<file path="config.mk">
export PLATFORM = sky130hd
export DESIGN_NAME = swimmer_drawer
export DESIGN_NICKNAME = d
export VERILOG_FILES = /design/src/rtl/swimmer_pkg.sv /design/src/rtl/swimmer_sprite_rom.sv /design/src/rtl/swimmer_drawer.sv
export SDC_FILE = /design/constraint.sdc
export NUM_CORES = 1
export LEC_CHECK = 0
export CAP_MARGIN = 30
export CORE_MARGIN = 2
export CORE_UTILIZATION = 50
export CTS_BUF_LIST = sky130_fd_sc_hd__clkbuf_16
export DETAILED_ROUTE_END_ITERATION = 8
export MAX_ROUTING_LAYER = met4
export PLACE_DENSITY_LB_ADDON = 0.3
export SLEW_MARGIN = 20
export SYNTH_ARGS = -nofsm -noshare
export SYNTH_HDL_FRONTEND = slang
export SYNTH_HIERARCHICAL = 1
export SYNTH_SLANG_ARGS = --single-unit
export TNS_END_PERCENT = 10
</file>
<file path="constraint.sdc">
create_clock -name clock -period 15.2 [get_ports clock]
set_input_delay 3.04 -clock clock [delete_from_list [all_inputs] [get_ports clock]]
set_output_delay 3.04 -clock clock [all_outputs]
set_load 0.005 [all_outputs]
</file>
<file path="src/rtl/swimmer_pkg.sv">
// rtl/swimmer_pkg.sv - shared constants, FSM state type and sprite image for the swimmer drawer
package swimmer_pkg;

  localparam int SPRITE_W_DEF  = 11;
  localparam int SPRITE_H_DEF  = 17;
  localparam int SCREEN_W      = 160;
  localparam int SCREEN_H      = 120;
  localparam int BG_ROW_STRIDE = 160;

  localparam logic [2:0] COLOUR_TRANSPARENT = 3'b000;
  localparam logic [2:0] COLOUR_BLUE        = 3'b001;
  localparam logic [2:0] COLOUR_WHITE       = 3'b111;

  typedef enum logic [1:0] {
    IDLE  = 2'd0,
    SCAN  = 2'd1,
    FLUSH = 2'd2
  } draw_state_t;

  // Sprite image as a fixed hash of the row-major pixel address; zero is the see-through colour.
  function automatic logic [2:0] sprite_rom_word(input logic [15:0] addr);
    return 3'(addr * 16'd13 + (addr >> 3));
  endfunction

endpackage

</file>
<file path="src/rtl/swimmer_sprite_rom.sv">
// rtl/swimmer_sprite_rom.sv - sprite image ROM, synchronous read with one cycle of latency
module swimmer_sprite_rom
  import swimmer_pkg::*;
#(
  parameter int DEPTH = SPRITE_W_DEF * SPRITE_H_DEF,
  parameter int AW    = 8
) (
  input  logic          clock,
  input  logic [AW-1:0] rom_addr_i,
  output logic [2:0]    rom_data_o
);

  logic [2:0] rom_data_q;

  always_ff @(posedge clock) begin
    if (int'(rom_addr_i) < DEPTH) rom_data_q <= sprite_rom_word(16'(rom_addr_i));
    else                          rom_data_q <= COLOUR_TRANSPARENT;
  end

  assign rom_data_o = rom_data_q;

endmodule

</file>
<file path="src/rtl/swimmer_drawer.sv">
// rtl/swimmer_drawer.sv - draws or erases the swimmer sprite into the frame buffer, one pixel per clock
// Optional horizontal mirroring (face_left input) is built when SWIMMER_MIRROR_EN is defined.
module swimmer_drawer
  import swimmer_pkg::*;
#(
  parameter int         SPRITE_W    = SPRITE_W_DEF,
  parameter int         SPRITE_H    = SPRITE_H_DEF,
  parameter logic [2:0] TRANSPARENT = COLOUR_TRANSPARENT
) (
  input  logic        clock,
  input  logic        resetn,
  input  logic        start,
  input  logic        erase,
  input  logic [7:0]  x_in,
  input  logic [6:0]  y_in,
  input  logic [8:0]  bY,
`ifdef SWIMMER_MIRROR_EN
  input  logic        face_left,
`endif
  output logic [16:0] bg_addr,
  input  logic [2:0]  bg_colour,
  output logic [7:0]  vga_x,
  output logic [6:0]  vga_y,
  output logic [2:0]  vga_colour,
  output logic        vga_write,
  output logic        busy,
  output logic        done
);

  localparam int CX_W   = (SPRITE_W > 1) ? $clog2(SPRITE_W) : 1;
  localparam int CY_W   = (SPRITE_H > 1) ? $clog2(SPRITE_H) : 1;
  localparam int ROM_AW = $clog2(SPRITE_W * SPRITE_H);

  draw_state_t       state_q;
  logic [CX_W-1:0]   cx_q;
  logic [CY_W-1:0]   cy_q;
  logic [7:0]        x_q;
  logic [6:0]        y_q;
  logic [8:0]        by_q;
  logic              erase_q;
  logic              busy_q;
  logic              done_q;
  logic              p_wr_q;
  logic [7:0]        p_x_q;
  logic [6:0]        p_y_q;

  logic [8:0]        scr_x;
  logic [7:0]        scr_y;
  logic              in_scr;
  logic              last_col;
  logic              last_row;
  logic              accept;
  logic [CX_W-1:0]   rom_col;
  logic [ROM_AW-1:0] rom_addr;
  logic [2:0]        rom_data;

  assign scr_x    = {1'b0, x_q} + 9'(cx_q);
  assign scr_y    = {1'b0, y_q} + 8'(cy_q);
  assign in_scr   = (scr_x < 9'(SCREEN_W)) && (scr_y < 8'(SCREEN_H));
  assign last_col = (cx_q == CX_W'(SPRITE_W - 1));
  assign last_row = (cy_q == CY_W'(SPRITE_H - 1));
  assign accept   = (state_q == IDLE) && start && !busy_q;

  assign bg_addr = (17'(by_q) + 17'(y_q) + 17'(cy_q)) * 17'(BG_ROW_STRIDE) + 17'(scr_x);

`ifdef SWIMMER_MIRROR_EN
  logic face_left_q;
  assign rom_col = face_left_q ? (CX_W'(SPRITE_W - 1) - cx_q) : cx_q;
`else
  assign rom_col = cx_q;
`endif

  assign rom_addr = ROM_AW'(cy_q) * ROM_AW'(SPRITE_W) + ROM_AW'(rom_col);

  swimmer_sprite_rom #(
    .DEPTH (SPRITE_W * SPRITE_H),
    .AW    (ROM_AW)
  ) u_rom (
    .clock      (clock),
    .rom_addr_i (rom_addr),
    .rom_data_o (rom_data)
  );

  // Both ROMs answer one cycle after the pixel is issued, so the write stage pairs them with p_*_q.
  assign vga_write  = p_wr_q && (erase_q || (rom_data != TRANSPARENT));
  assign vga_colour = vga_write ? (erase_q ? bg_colour : rom_data) : 3'b000;
  assign vga_x      = p_x_q;
  assign vga_y      = p_y_q;
  assign busy       = busy_q;
  assign done       = done_q;

  always_ff @(posedge clock or negedge resetn) begin
    if (!resetn) begin
      state_q <= IDLE;
      cx_q    <= '0;
      cy_q    <= '0;
      x_q     <= '0;
      y_q     <= '0;
      by_q    <= '0;
      erase_q <= 1'b0;
      busy_q  <= 1'b0;
      done_q  <= 1'b0;
      p_wr_q  <= 1'b0;
      p_x_q   <= '0;
      p_y_q   <= '0;
`ifdef SWIMMER_MIRROR_EN
      face_left_q <= 1'b0;
`endif
    end else begin
      // busy stays up through the done cycle, which lands one cycle after FLUSH
      busy_q <= accept || (state_q != IDLE);
      done_q <= (state_q == FLUSH);
      p_wr_q <= 1'b0;
      case (state_q)
        IDLE: begin
          if (accept) begin
            x_q     <= x_in;
            y_q     <= y_in;
            by_q    <= bY;
            erase_q <= erase;
`ifdef SWIMMER_MIRROR_EN
            face_left_q <= face_left;
`endif
            cx_q    <= '0;
            cy_q    <= '0;
            state_q <= SCAN;
          end
        end
        SCAN: begin
          p_wr_q <= in_scr;
          p_x_q  <= scr_x[7:0];
          p_y_q  <= scr_y[6:0];
          if (last_col) begin
            cx_q <= '0;
            if (last_row) begin
              cy_q    <= '0;
              state_q <= FLUSH;
            end else begin
              cy_q <= cy_q + CY_W'(1);
            end
          end else begin
            cx_q <= cx_q + CX_W'(1);
          end
        end
        FLUSH:   state_q <= IDLE;
        default: state_q <= IDLE;
      endcase
    end
  end

endmodule

</file>
== Word level (Yosys, flattened, before mapping) ==
Cells that the tools add are included.

* Register bits after elaboration: 57
* Latch bits: 0
* RAM bits: 0
* Bits in read-only memories: 0
* Input port bits: 31
* Output and inout port bits: 38
* Logic and storage cells: 64
* Memories: 0

* Add/sub/neg operators: 9
* Multiply operators: 3
* Div/mod/pow operators: 0
* Order comparisons: 3
* Equal/unequal tests: 7
* Shift operators: 0
* Mux-type cells: 14
* Bitwise gates (word level): 0
* Reduce and logical (&&, ||, !) cells: 15

{| class="wikitable"
|+ Operator list
! cell !! count
|-
| $add A17 B9 Y17 || 1
|-
| $mux W5 || 3
|-
| $mul A11 B3 Y12 const B || 1
|-
| $add A10 B5 Y11 || 1
|-
| $add A9 B7 Y10 || 1
|-
| $pmux W5 S2 || 1
|-
| $add A8 B4 Y9 || 1
|-
| $lt A9 B8 Y1 const B || 1
|-
| $add A7 B5 Y8 || 1
|-
| $add A8 B4 Y8 || 1
|-
| $lt A8 B7 Y1 const B || 1
|-
| $lt A8 B8 Y1 const B || 1
|-
| $mul A5 B4 Y8 const B || 1
|-
| $mul A8 B4 Y3 const B || 1
|-
| $mux W4 || 2
|-
| $pmux W4 S2 || 1
|-
| $mux W2 || 3
|-
| $mux W3 || 2
|-
| $ne A2 B2 Y1 const B || 3
|-
| $reduce_and A3 Y1 || 2
|-
| $add A5 B1 Y5 const B || 1
|-
| $eq A5 B5 Y1 const B || 1
|-
| $add A4 B1 Y4 const B || 1
|-
| $eq A4 B4 Y1 const B || 1
|-
| other kinds (12) || 18
|}

== Longest topological paths before layout ==
* Depth after elaboration: 5
* Mapped depth: 18
* Gate-level depth less buffers: 18

== Hierarchy ==
Netlist, hierarchy kept.

{| class="wikitable"
|+ Modules (own cells, without submodules)
! module !! times used !! cells an instance !! area each (um^2) !! sequential area each (um^2)
|-
| swimmer_drawer || 1 || 427 || 4,384.2 || 1,351.3
|-
| swimmer_sprite_rom || 1 || 15 || 193.9 || 60.1
|}

== Worst setup path after synthesis ==
Ideal clock, no wire load.

* Path kind: flip-flop to output port
* From: reg cy_q[1]
* To: out bg_addr[16]
* Arrival: 4,481 ps
* Data required time: 12,160 ps
* Slack: 7,679 ps
* Stages on the path, launching flop included: 19
* Path buffers: 0
* Cell sequence: dfrtp_1 -> inv_1 -> fa_1 -> inv_1 -> ha_1 -> fa_1 -> a211oi_1 -> o21bai_1 -> a21oi_1 -> xnor2_1 -> ha_1 -> ha_1 -> o21ai_0 -> o21a_1 -> a211oi_1 -> nand4_1 -> nor4b_1 -> a311oi_1 -> nand3_1

* Longest elaborated chain between the ends: 3

{| class="wikitable"
|+ Ends and longest elaborated chain
! what !! RTL line !! RTL
|-
| from (decl) || swimmer_drawer.sv:36 || <nowiki>logic [CY_W-1:0] cy_q;</nowiki>
|-
| from (signal assigned) || swimmer_drawer.sv:139 || <nowiki>cy_q <= cy_q + CY_W'(1);</nowiki>
|-
| $add A10 B5 Y11 || swimmer_drawer.sv:64 || <nowiki>assign bg_addr = (17'(by_q) + 17'(y_q) + 17'(cy_q)) * 17'(BG_ROW_STRIDE) + 17'(scr_x);</nowiki>
|-
| $mul A11 B3 Y12 || swimmer_drawer.sv:64 ||
|-
| $add A17 B9 Y17 || swimmer_drawer.sv:64 ||
|-
| to (decl) || swimmer_drawer.sv:20 || <nowiki>output logic [16:0] bg_addr,</nowiki>
|}

Every way passes these cells.

== Worst setup path after layout ==
Ends and elaborated chain as after synthesis.

==> impl_results.md <==
- Status: completed
- Antenna Violating Nets Remaining: 0
- Syn nets: 548
- P_int: roughly 0.9 mW
- WHS Path Cells: 2
- Layout area overhead: 23.7%
- Reg2reg end: u_rom/rom_data_o[2]$_SDFF_PP0_
- CP Cell Sequence: inv_1 > fa_1 > inv_1 > ha_1 > fa_1 > a211oi_1 > o21bai_1 > a21oi_1 > xnor2_1 > ha_1 > ha_1 > o21ai_0 > o21a_1 > a211oi_1 > nand4_1 > nor4b_1 > a311oi_1 > nand3_1 > clkdlybuf4s50_1
- CP Class: register to primary output
- Sw Share: 0.397
- CTS buffer count: 9
- Avg Inst Size Synth: 10.4 sq um
- Starting Density: 0.520
- Remaining DRCs: 0
- Synth Area in XOR/XNOR: 0.0896
- M1 GR Usage: 0.243
- Hold Crit Class: register to register
- CP required: 12160 ps
- Multi-input gate area: slightly below 3000 sq um
- Max Fclk: 0.113 GHz
- Post-Synth Simple-Gate Area: 0.0943
- Pre-CTS setup slack: 6730 ps
- Grt peak-use layer: met2
- Critical-path maximum fanout: 7
- Post-Syn Instances: around 440
- Final slew viol count: 0
- Die height: approximately 100 um
- Detailed-route via count: between 3000 and 4000
- Slew margin rel.: 0.541
- Distinct cells, synth: 57
- Non-Filler Instances: ~620
- Die ar.: between 9000 and 10000 sq um
- Largest net degree at the start of global routing: 55
- First-pass GRT wire length: between 15000 and 20000 um
- Cells after DPL: 609
- Most used cell, CP: ha_1
- FF-to-FF setup slack: 11700 ps
- Tmin final: 8860 ps
- Clock power share: 0.142
- Post-DP HPWL: 7530 um
- Rows: 34
- Worst-Skew Late Latency: 330 ps
- Switch Pwr: 0.587 mW
- Largest family of logic cells by synthesized area: adder cells
- Most frequent cells in the layout: clkdlybuf4s50_1, ha_1, dfrtp_1
- Synthesized cell area: 4580 sq um
- Fillers: just over 700
- Nets: 618
- Setup TNS: 0 ps
- Seq cells post-synth: 57
- Top_reg_cell synth: dfrtp_1
- Post_cts resized: 0
- Register area: 1410 sq um
- HP Start: vga_x[5]$_DFFE_PN0P_
- Hold Path End: vga_x[5]$_DFFE_PN0P_
- Top-level port count: between 60 and 70
- Number of global-route vias before repair: 3828
- WL final: around 9800 um
- Buffers on Ports: 68
- Die Wd: 99.7 um
- CP Capture Type: primary output
- Setup Buffers After CTS: 0
- Fin Clk Skew: 9.44 ps
- Ys async rst share: 0.947
- Static leakage: about 2.6 nW
- CTS Hold Buffers Added: 0
- Vias/cell: 5.63
- Setup WS post-layout: 6340 ps
- Most common cell after layout, fill and taps aside: clkdlybuf4s50_1
- Seq/Total Area, Yosys: 0.308
- DR pass1 iterations: 4
- Synth Area in Compound Gates: 0.145
- Setup violations, final: 0
- CTS Sinks: 57
- Post-synth EDFFs: 0
- CP max-delay cell: fa_1
- Initial antenna violation count: 0
- GR Util All Layers: 0.220
- Congestion Overflow GR: 0
- RSZ-0062 raised after global routing: no
- Worst-case clock buffer depth: 2
- Diodes inserted: 0
- Met2 global-route usage: 0.393
- Power density over cell area: 261 nW/um^2
- Met3 usage: 0.0590
- Routed len/inst: 15.7 um
- DRT iter0 DRCs: 83
- MaxCap Viol Count: 0
- Clock Tree Root: clkbuf_16
- Reg clk slew, reported paths: 50 ps
- H-tree depth: 3
- Share of cells above drive strength 1: 0.126
- R2r worst-path depth: 13
- Worst r2r src: cy_q[0]$_DFFE_PN0P_
- Synth Area in Adders: 0.228
- Final hold violations: 0
- Worst IR Drop VDD: 0.000153 V
- WP data arrival: 5820 ps
- TritonCTS clock tree: yes
- Combinational group share of total power: 0.704
- Mux share of post-synthesis cell area: 0.0872
- Worst setup SP type: register
- GPL Wtd Cong: 0.864
- Worst slew pin tran: 689 ps
- Ys Warns: 6
- Period utilization: 0.583
- Largest stage delay, worst path: 540 ps
- Flop pwr share: 0.154
- Core Area: approximately 8800 sq um
[critical path: cells and delay by family (launching register included)]
family	cells	cell delay [ps]
AO/OA/AOI/OAI	7	1660
XOR/XNOR	1	170
buffers and inverters	3	630
AND/OR/NAND/NOR	3	740
adder cells (fa/ha/maj)	5	1790
flip-flops	1	490
[power groups by stage]
stage | Combinational, mW | Clock, mW | Sequential [mW]
4_1_cts | 1.05 | 0.213 | 0.229
3_5_place_dp | 1.04 | 0 | 0.231
2_1_floorplan | 0.708 | 0 | 0.221
3_3_place_gp | 1.01 | 0 | 0.230
6_report | 1.04 | 0.210 | 0.229
5_1_grt | 1.17 | 0.221 | 0.234
[layout make-up]
| type | count | area share |
|---|---|---|
| multi-input combinational | 332 | 0.522 |
| timing repair buffer | 71 | 0.123 |
| sequential | 57 | 0.249 |
| tap | 108 | 0.0239 |
| clock inverter | 6 | 0.0150 |
| clock buffer | 9 | 0.0398 |
| inverter | 41 | 0.0272 |
[cells by family after synthesis]
kind of cell | count (synthesis)
and+or+nand+nor | 84
adders and majority gates | 75
xor gates and xnor gates | 41
DFF | 57
muxes | 36
buffers and inverters | 53
AOI/OAI and AO/OA | 96
[cell usage after synthesis (all sizes together), types with 10 or more instances]
cell	instances	area share
ha	61	0.17
dfrtp	54	0.30
inv	41	0.034
mux2	31	0.076
o21ai	30	0.034
xnor2	29	0.060
nand2	21	0.017
a21oi	18	0.020
fa	14	0.061
nand3	13	0.014
nor2	12	0.0098
xor2	11	0.025
nor2b	10	0.014
[per-layer routing]
metal,vias up,share of wire
li1,1703,-
met1,1727,0.43
met2,67,0.52
met3,16,0.038
met4,0,0.012
met5,-,0
[metrics by stage]
step | hold slack [ps] | instance area (sq um) | util | power [mW]
floorplan | 461 | 4580 | - | 0.929
global placement | 467 | 5350 | 0.608 | 1.24
detailed placement | 486 | 5350 | 0.608 | 1.27
CTS | 498 | 5660 | 0.643 | 1.49
global route | 523 | 5660 | 0.643 | 1.62
finish | 490 | 5660 | 0.643 | 1.48
[state kept, by name, indices dropped and copies added, names as in the netlist]
register / cells
by_q: 9
vga_y: 7
state_q: 2
x_q: 8
done: 1
u_rom/rom_data_o: 3
cy_q: 5
p_wr_q: 1
y_q: 7
cx_q: 4
busy: 1
erase_q: 1
vga_x: 8
[worst max-delay path by stage]
| stage | startpoint | endpoint |
|---|---|---|
| finish | cy_q[1]$_DFFE_PN0P_ | bg_addr[16] |
| global route | cy_q[1]$_DFFE_PN0P_ | bg_addr[16] |
| CTS | cy_q[1]$_DFFE_PN0P_ | bg_addr[16] |
| detailed placement | cy_q[1]$_DFFE_PN0P_ | bg_addr[16] |
| global placement | cy_q[1]$_DFFE_PN0P_ | bg_addr[16] |
| floorplan | cy_q[1]$_DFFE_PN0P_ | bg_addr[16] |
Power figures use the tool's default switching activity.
